`src/rtl/vga_window_scaler.sv`:
```
// Programmable-timing VGA generator with integer upscaling of a small frame buffer into a fixed window.
// Addresses come from step counters rather than a multiplier; sync/DE are delayed to meet RAM read data.
module vga_window_scaler #(
    parameter int   H_ACTIVE = 1280,
    parameter int   H_FP     = 110,
    parameter int   H_SYNC   = 40,
    parameter int   H_BP     = 220,
    parameter int   V_ACTIVE = 720,
    parameter int   V_FP     = 5,
    parameter int   V_SYNC   = 5,
    parameter int   V_BP     = 20,
    parameter logic HS_POL   = 1'b1,
    parameter logic VS_POL   = 1'b1,
    parameter int   SRC_W    = 160,
    parameter int   SRC_H    = 144,
    parameter int   SCALE    = 4,
    parameter int   WIN_X    = 320,
    parameter int   WIN_Y    = 72,
    parameter int   ADDR_W   = 15,
    parameter int   COLOR_W  = 8,
    parameter int   RAM_LAT  = 1
) (
    input  logic               CLK_IN,
    input  logic               RESET_N,
    input  logic [COLOR_W-1:0] BORDER_COLOR,
    output logic [ADDR_W-1:0]  VRAM_ADDR,
    output logic               VRAM_RD,
    input  logic [COLOR_W-1:0] VRAM_DATA,
    output logic               HSync,
    output logic               VSync,
    output logic               DE,
    output logic [COLOR_W-1:0] COLOR_OUT,
    output logic               FRAME_START
);

    localparam int unsigned H_TOTAL = H_ACTIVE + H_FP + H_SYNC + H_BP;
    localparam int unsigned V_TOTAL = V_ACTIVE + V_FP + V_SYNC + V_BP;
    localparam int unsigned HW      = $clog2(H_TOTAL);
    localparam int unsigned VW      = $clog2(V_TOTAL);
    localparam int unsigned WIN_W   = SRC_W * SCALE;
    localparam int unsigned WIN_H   = SRC_H * SCALE;
    localparam int unsigned HA      = H_ACTIVE;
    localparam int unsigned VA      = V_ACTIVE;
    localparam int unsigned HS_BEG  = H_ACTIVE + H_FP;
    localparam int unsigned HS_END  = H_ACTIVE + H_FP + H_SYNC;
    localparam int unsigned VS_BEG  = V_ACTIVE + V_FP;
    localparam int unsigned VS_END  = V_ACTIVE + V_FP + V_SYNC;
    localparam int unsigned WX0     = WIN_X;
    localparam int unsigned WX1     = WIN_X + WIN_W;
    localparam int unsigned WY0     = WIN_Y;
    localparam int unsigned WY1     = WIN_Y + WIN_H;
    localparam int unsigned SW      = (SCALE > 1) ? $clog2(SCALE) : 1;

    localparam logic [SW-1:0]     SUB_LAST = SW'(SCALE - 1);
    localparam logic [ADDR_W-1:0] ROW_STEP = ADDR_W'(SRC_W);

    if (SCALE < 1) begin : g_bad_scale
        $fatal(1, "vga_window_scaler: SCALE must be >= 1");
    end
    if (RAM_LAT < 1) begin : g_bad_lat
        $fatal(1, "vga_window_scaler: RAM_LAT must be >= 1");
    end
    if ((WIN_X + SRC_W * SCALE > H_ACTIVE) || (WIN_Y + SRC_H * SCALE > V_ACTIVE)) begin : g_bad_win
        $fatal(1, "vga_window_scaler: window exceeds active area");
    end
    if (longint'(SRC_W) * longint'(SRC_H) > (longint'(1) << ADDR_W)) begin : g_bad_addr
        $fatal(1, "vga_window_scaler: source frame does not fit ADDR_W");
    end

    typedef struct packed {
        logic fs;
        logic win;
        logic de;
        logic vs;
        logic hs;
    } ctrl_t;

    logic [HW-1:0]     h;
    logic [VW-1:0]     v;
    logic [31:0]       hu;
    logic [31:0]       vu;
    logic              h_last;
    logic              v_last;
    logic              win_x;
    logic              win_y;
    logic              line_end;
    ctrl_t             ctrl_now;
    ctrl_t             ctrl_s1;
    ctrl_t             ctrl_pipe [RAM_LAT];
    ctrl_t             ctrl_last;
    logic [SW-1:0]     sub_x;
    logic [SW-1:0]     sub_y;
    logic [ADDR_W-1:0] src_x;
    logic [ADDR_W-1:0] row_base;

    always_comb begin
        hu           = 32'(h);
        vu           = 32'(v);
        h_last       = (hu == H_TOTAL - 1);
        v_last       = (vu == V_TOTAL - 1);
        win_x        = (hu >= WX0) && (hu < WX1);
        win_y        = (vu >= WY0) && (vu < WY1);
        line_end     = win_x && win_y && (hu == WX1 - 1);
        ctrl_now     = '0;
        ctrl_now.fs  = (hu == 0) && (vu == 0);
        ctrl_now.win = win_x && win_y;
        ctrl_now.de  = (hu < HA) && (vu < VA);
        ctrl_now.hs  = (hu >= HS_BEG) && (hu < HS_END);
        ctrl_now.vs  = (vu >= VS_BEG) && (vu < VS_END);
    end

    always_ff @(posedge CLK_IN) begin
        if (!RESET_N) begin
            h <= '0;
            v <= '0;
        end else if (h_last) begin
            h <= '0;
            v <= v_last ? '0 : v + 1'b1;
        end else begin
            h <= h + 1'b1;
        end
    end

    // Address stage: src_x advances every SCALE window pixels, row_base every SCALE window lines.
    always_ff @(posedge CLK_IN) begin
        if (!RESET_N) begin
            sub_x     <= '0;
            sub_y     <= '0;
            src_x     <= '0;
            row_base  <= '0;
            VRAM_ADDR <= '0;
            VRAM_RD   <= 1'b0;
            ctrl_s1   <= '0;
        end else begin
            ctrl_s1 <= ctrl_now;
            VRAM_RD <= ctrl_now.win;
            if (ctrl_now.win) begin
                VRAM_ADDR <= row_base + src_x;
                if (sub_x == SUB_LAST) begin
                    sub_x <= '0;
                    src_x <= src_x + 1'b1;
                end else begin
                    sub_x <= sub_x + 1'b1;
                end
            end else begin
                sub_x <= '0;
                src_x <= '0;
            end
            if (!win_y) begin
                sub_y    <= '0;
                row_base <= '0;
            end else if (line_end) begin
                if (sub_y == SUB_LAST) begin
                    sub_y    <= '0;
                    row_base <= row_base + ROW_STEP;
                end else begin
                    sub_y <= sub_y + 1'b1;
                end
            end
        end
    end

    // Control waits RAM_LAT cycles so it lines up with VRAM_DATA at the output register.
    always_ff @(posedge CLK_IN) begin
        if (!RESET_N) begin
            for (int unsigned i = 0; i < RAM_LAT; i++) begin
                ctrl_pipe[i] <= '0;
            end
        end else begin
            ctrl_pipe[0] <= ctrl_s1;
            for (int unsigned i = 1; i < RAM_LAT; i++) begin
                ctrl_pipe[i] <= ctrl_pipe[i-1];
            end
        end
    end

    assign ctrl_last = ctrl_pipe[RAM_LAT-1];

    always_ff @(posedge CLK_IN) begin
        if (!RESET_N) begin
            HSync       <= ~HS_POL;
            VSync       <= ~VS_POL;
            DE          <= 1'b0;
            COLOR_OUT   <= '0;
            FRAME_START <= 1'b0;
        end else begin
            HSync       <= ctrl_last.hs ? HS_POL : ~HS_POL;
            VSync       <= ctrl_last.vs ? VS_POL : ~VS_POL;
            DE          <= ctrl_last.de;
            FRAME_START <= ctrl_last.fs;
            if (ctrl_last.win) begin
                COLOR_OUT <= VRAM_DATA;
            end else if (ctrl_last.de) begin
                COLOR_OUT <= BORDER_COLOR;
            end else begin
                COLOR_OUT <= '0;
            end
        end
    end

endmodule

```
`config.mk`:
```
export PLATFORM = sky130hd
export DESIGN_NAME = vga_window_scaler
export DESIGN_NICKNAME = d
export VERILOG_FILES = /design/src/rtl/vga_window_scaler.sv
export SDC_FILE = /design/constraint.sdc
export NUM_CORES = 1
export LEC_CHECK = 0
export CAP_MARGIN = 10
export CORE_MARGIN = 8
export CORE_UTILIZATION = 40
export DETAILED_ROUTE_END_ITERATION = 7
export GPL_ROUTABILITY_DRIVEN = 0
export PLACE_DENSITY = 0.68
export SLEW_MARGIN = 20
export SYNTH_ARGS = -nofsm -noshare
export SYNTH_HDL_FRONTEND = slang
export SYNTH_SLANG_ARGS = --single-unit
```
`constraint.sdc`:
```
create_clock -name CLK_IN -period 2 [get_ports CLK_IN]
set_input_delay 0.4 -clock CLK_IN [delete_from_list [all_inputs] [get_ports CLK_IN]]
set_output_delay 0.4 -clock CLK_IN [all_outputs]
set_load 0.02 [all_outputs]
```
**Word-level counts from Yosys, hierarchy flattened**

Memories as Yosys holds them, arrays and structs flattened.
Cells that the tools add are included.

- Flip-flop bits (word level): 87
- Memories kept: 1
- Word-level logic and storage cells: 68
- Bits of input ports: 18
- Latch bits: 0
- RAM bits: 5
- ROM bits: 0
- Output and inout bits: 28

- Reduce and logical (&&, ||, !) cells: 16
- Order comparisons: 10
- Bitwise operators: 2
- Div/mod/pow operators: 0
- Muxes and demuxes: 10
- Equality and inequality tests: 5
- Shift-type cells: 0
- Multiply operators: 0
- $add $sub $neg: 7

Memories:

| name | depth | bits a word | rd ports | clocked after Yosys merged registers in | wr ports | RTL line | RTL |
|---|---|---|---|---|---|---|---|
| ctrl_pipe | 1 | 5 | 1 | 0 | 1 | 89 | `ctrl_t ctrl_pipe [RAM_LAT];` |

Operators with widths:

| kind | count |
|---|---|
| $lt 10x10->1 const B | 3 |
| $lt 11x11->1 const B | 2 |
| $mux 8 | 2 |
| $add 15x1->15 const B | 1 |
| $add 15x15->15 | 1 |
| $add 15x8->15 const B | 1 |
| $add 11x1->11 const B | 1 |
| $eq 11x10->1 const B | 1 |
| $eq 11x11->1 const B | 1 |
| $ge 11x11->1 const B | 1 |
| $ge 11x9->1 const B | 1 |
| $logic_not 11->1 | 1 |
| $lt 11x10->1 const B | 1 |
| $add 10x1->10 const B | 1 |
| $eq 10x10->1 const B | 1 |
| $ge 10x10->1 const B | 1 |
| $ge 10x7->1 const B | 1 |
| $logic_not 10->1 | 1 |
| $mux 10 | 1 |
| $logic_and 1x1->1 | 8 |
| $reduce_and 2->1 | 3 |
| $mux 1 | 5 |
| $mux 5 | 1 |
| $reduce_or 5->1 | 1 |
| other kinds (6) | 9 |

**Depth between registers and ports, before layout**

Gate-level depths: netlist of run 1.

- Depth after elaboration: 5
- Mapped depth: 8
- Depth with buffers taken out: 8

**Least setup slack after synthesis of run 1**

OpenSTA, ideal clock, no wires.

- Path type: register to register
- Start: register h[7]
- End: register v[8]
- Path buffers: 2
- Setup slack: -0.008 ns
- Period minus slack after synthesis: 2.008 ns
- Required time: 1.886 ns
- Cell stages (with the launch flop): 8
- Arrival: 1.894 ns
- Setup time: 0.114 ns
- Cell sequence: dfxtp_1 > buf_2 > or4_4 > or3_1 > buf_6 > o21ai_4 > nor2_1 > a21o_1

- Word-level cells in the longest chain between the ends: 1

Ends and longest elaborated chain:

| item | RTL line | RTL |
|---|---|---|
| start, declared | 78 | `logic [HW-1:0] h;` |
| start signal, assigned | 120 | `h <= h + 1'b1;` |
| $eq 11x11->1 | 99 | `h_last = (hu == H_TOTAL - 1);` |
| end signal, assigned | 118 | `v <= v_last ? '0 : v + 1'b1;` |
| end, declared | 79 | `logic [VW-1:0] v;` |

No other way between the ends.
A chain may end at the register's enable or synchronous reset.

**Final worst setup path of run 1**

- Start: register src_x[5]
- End: register VRAM_ADDR[13]

- Word-level cells in the longest chain between the ends: 1

Ends and longest elaborated chain:

| item | RTL line | RTL |
|---|---|---|
| start, declared | 93 | `logic [ADDR_W-1:0] src_x;` |
| start signal, assigned | 141 | `src_x <= src_x + 1'b1;` |
| $add 15x15->15 | 138 | `VRAM_ADDR <= row_base + src_x;` |
| end signal, assigned | 138 |  |
| end, declared | 26 | `output logic [ADDR_W-1:0] VRAM_ADDR,` |

No other way between the ends.

==> results of run 1 <==
## final timing paths
| path | end | slack (ns) | depth (start not counted) | startpoint |
|---|---|---|---|---|
| worst min register to register | sub_x[0] | 0.43 | 1 | sub_x[0] |
| worst max-delay path | VRAM_ADDR[13] | 0.08 | 8 | src_x[5] |
| worst max register to register | VRAM_ADDR[13] | 0.08 | 8 | src_x[5] |
| worst min-delay path | sub_x[0] | 0.43 | 1 | sub_x[0] |
## final cells by class
class                      instances  area, sq um
clock buffer                      12          165
clock inverter                     4         51.3
fill                             949         4990
inverter                          16         60.1
multi-input combinational        354         2270
sequential                        87         1750
tap                              136          170
timing repair buffer              80          729
## cell usage after synthesis, types with 2 or more instances
| cell type | instances |
|---|---|
| dfxtp_1 | 87 |
| nor2_1 | 68 |
| nand2_1 | 53 |
| a21oi_1 | 25 |
| nand4_1 | 22 |
| xor2_1 | 21 |
| ha_1 | 20 |
| xnor2_1 | 20 |
| clkbuf_1 | 17 |
| inv_1 | 16 |
| nand3_1 | 15 |
| and2_1 | 13 |
| nor3_1 | 10 |
| o21ai_0 | 8 |
| a22oi_1 | 7 |
| a21o_1 | 6 |
| buf_2 | 6 |
| and3_1 | 5 |
| nand2b_1 | 5 |
| nand3b_1 | 4 |
| nor4_1 | 4 |
| or3_1 | 4 |
| or4_1 | 4 |
| a211oi_1 | 3 |
| a31oi_1 | 3 |
| and4_1 | 2 |
| buf_6 | 2 |
| mux2i_1 | 2 |
| nor3b_1 | 2 |
| nor4bb_1 | 2 |
| o211ai_1 | 2 |
## kinds of logic after synthesis
family / synth area share, %
simple gates: 27.6
flops: 42.0
compound gates: 10.3
buf+inv: 4.43
xor+xnor: 8.66
fa+ha+maj: 6.52
mux: 0.483
## sequential cells by signal, indices dropped and copies added, names as in the netlist, 5 cells and up
signal and cells:
v 10, VRAM_ADDR 15, src_x 15, ctrl_pipe 5, row_base 10, h 11
COLOR_OUT 8, ctrl_s1 5
## layer usage
metal / part of all wire, % / GRT usage, % / wire length (um)
met5: 0 / 0 / 0
met4: 1.5 / 4.96 / 142
met3: 5.9 / 5.04 / 559
met2: 46 / 22.5 / 4370
met1: 47 / 17.0 / 4480
## cell usage in the layout, fill, tap and decap left out, drive strengths merged, types with 7 or more instances in the layout
master,instances
o21ai,10
ha,20
nand3,15
nor2,68
buf,35
clkdlybuf4s50,45
a22oi,7
inv,17
and2,13
clkbuf,12
xor2,21
nand2,54
xnor2,20
nand4,22
a21oi,25
nor3,11
dfxtp,87
## power by group
group | internal (mW) | switching, mW
clock | 0.682 | 0.635
combinational | 0.0668 | 0.0571
sequential | 1.75 | 0.00778
total | 2.50 | 0.700
## stage by stage
stage                     worst slack, ns  hold slack, ns  instance area [sq um]  power, mW
after global placement             0.0687           0.413                   4920       1.92
after CTS                          0.0295           0.439                   5140       3.23
after detailed placement           0.0622           0.419                   4920       1.92
after global routing              -0.0229           0.457                   5190       3.32
after floorplan                    0.0144           0.404                   4150       1.85
final                              0.0841           0.435                   5190       3.20
## worst reg2reg max path: stages, from the launching register on
cell	delay (ns)
dfxtp_2	0.36
ha_1	0.17
inv_1	0.05
fa_1	0.37
nand2b_1	0.19
o2bb2ai_1	0.18
o211ai_1	0.23
xnor2_1	0.15
o22ai_1	0.09
## repair_timing
item	4_1_cts	5_1_grt
hold endpoints to repair	0	0
gates resized for setup	0	14
buffers inserted	0	0
setup endpoints to repair	0	23
==> impl_metrics.tcl, run 1 <==
set metrics [dict create \
    path_class "register to register" \
    max_freq_ghz 0.522 \
    cp-start-kind "register" \
    syn_avg_cell_area_sq_um 8.59 \
    rsz0062_at_grt "true" \
    fin_crit_sh_pct 95.8 \
    yosysUniqueCellTypes 56 \
    ys_seq_elements 87 \
    hp-class "register to register" \
    ys_warn_count 0 \
    endpoint_kind "register" \
    nets 587 \
    die_x_um 118 \
    fin_cells 689 \
    cp_cell_sequence "ha_1 -> inv_1 -> fa_1 -> nand2b_1 -> o2bb2ai_1 -> o211ai_1 -> xnor2_1 -> o22ai_1" \
    async_flop_share_pct 0 \
    cp_num_buf_inv 1 \
    via_per_inst 5.11 \
    cts_hold_buf 0 \
    crit_arrival_ns 2.17 \
    relSlewSlack_pct 57.6 \
    cts-buffers-inserted 9 \
    ys_top_cells_by_area "dfxtp_1, nor2_1, ha_1" \
    dp.cells 673 \
    powerDensity_mw_per_mm2 615 \
    synth_top_area_share_pct 42.0 \
    antenna_cells 0 \
    max-vdd-ir-drop_mv 0.286 \
    root_buffer "clkbuf_8" \
    tightest_slew_ns 0.636 \
    ant_nets 0 \
    syn_area_sq_mm 0.00415 \
    synth_fp_nets 522 \
    cts_tree "done" \
    grt_pass1_vias 3505 \
    clk_pin_slew_worst_paths_ns 0.09 \
    synth_ff_type "dfxtp_1" \
    wl_per_cell_um 13.9 \
    synth_seq_area_share_pct 42.0 \
    fin_util_pct 51.0 \
    io_pins 46 \
    clock_latency_ns 0.37 \
    status "finished clean" \
    hold_viol_final 0 \
    firstDrtPassIters 4 \
    clock_path_buffers 2 \
    synth_top_area_cell "dfxtp_1" \
    grt_pass1_wl_mm 16.3 \
    start_util_pct 40.7 \
    drv_cap 0 \
    syn_to_final_growth_pct 25.2 \
    num_vias 3521 \
    die-area_sq_mm 0.0139 \
    cts-htree-levels 3 \
    hpwl_mm 7.11 \
    die_h_um 118 \
    required_ns 2.26 \
    cts.sinks 87 \
    post-route-min-period_ns 1.92 \
    routed_wirelength_mm 9.56 \
    antenna_found_initial 0 \
    drt-initial-drc-count 137 \
    slew_violations 0 \
    p_leak_nw 1.94 \
    fin_setup_tns_ns 0 \
    setup_viol 0 \
    crit_family "adder cells" \
    rows 37 \
    core-area_sq_mm 0.0102 \
    fin_worst_skew_ns 0.0166 \
    grt_start_max_net_pins 20 \
    io_buffers 45 \
    critPathMaxFanout 3 \
    cp_slowest_cell "fa_1" \
    overflow 0 \
    layout-drive-gt1-share_pct 12.8 \
    max_stage_delay_ns 0.37 \
    drc 0 \
    synth_cells 483 \
    track_usage_pct 14.0 \
    synth_edf_count 0 \
]
No activity file was read; power rests on OpenSTA's default activity.
==> run 2: changes to the inputs <==
--- a/config.mk
+++ b/config.mk
@@ -8,9 +8,11 @@
 export CAP_MARGIN = 10
 export CORE_MARGIN = 8
 export CORE_UTILIZATION = 40
+export CTS_CLUSTER_SIZE = 8
 export DETAILED_ROUTE_END_ITERATION = 7
 export GPL_ROUTABILITY_DRIVEN = 0
 export PLACE_DENSITY = 0.68
+export SKIP_CTS_REPAIR_TIMING = 1
 export SLEW_MARGIN = 20
 export SYNTH_ARGS = -nofsm -noshare
 export SYNTH_HDL_FRONTEND = slang
==> results of run 2 <==
No change in the layout: final DEF, timing and power equal those of run 1.
==> run 3: changes to the inputs <==
--- a/config.mk
+++ b/config.mk
@@ -13,7 +13,7 @@
 export GPL_ROUTABILITY_DRIVEN = 0
 export PLACE_DENSITY = 0.68
 export SKIP_CTS_REPAIR_TIMING = 1
-export SLEW_MARGIN = 20
+export SLEW_MARGIN = 40
 export SYNTH_ARGS = -nofsm -noshare
 export SYNTH_HDL_FRONTEND = slang
 export SYNTH_SLANG_ARGS = --single-unit
==> results of run 3 <==
No change in the layout: final DEF, timing and power equal those of run 1.
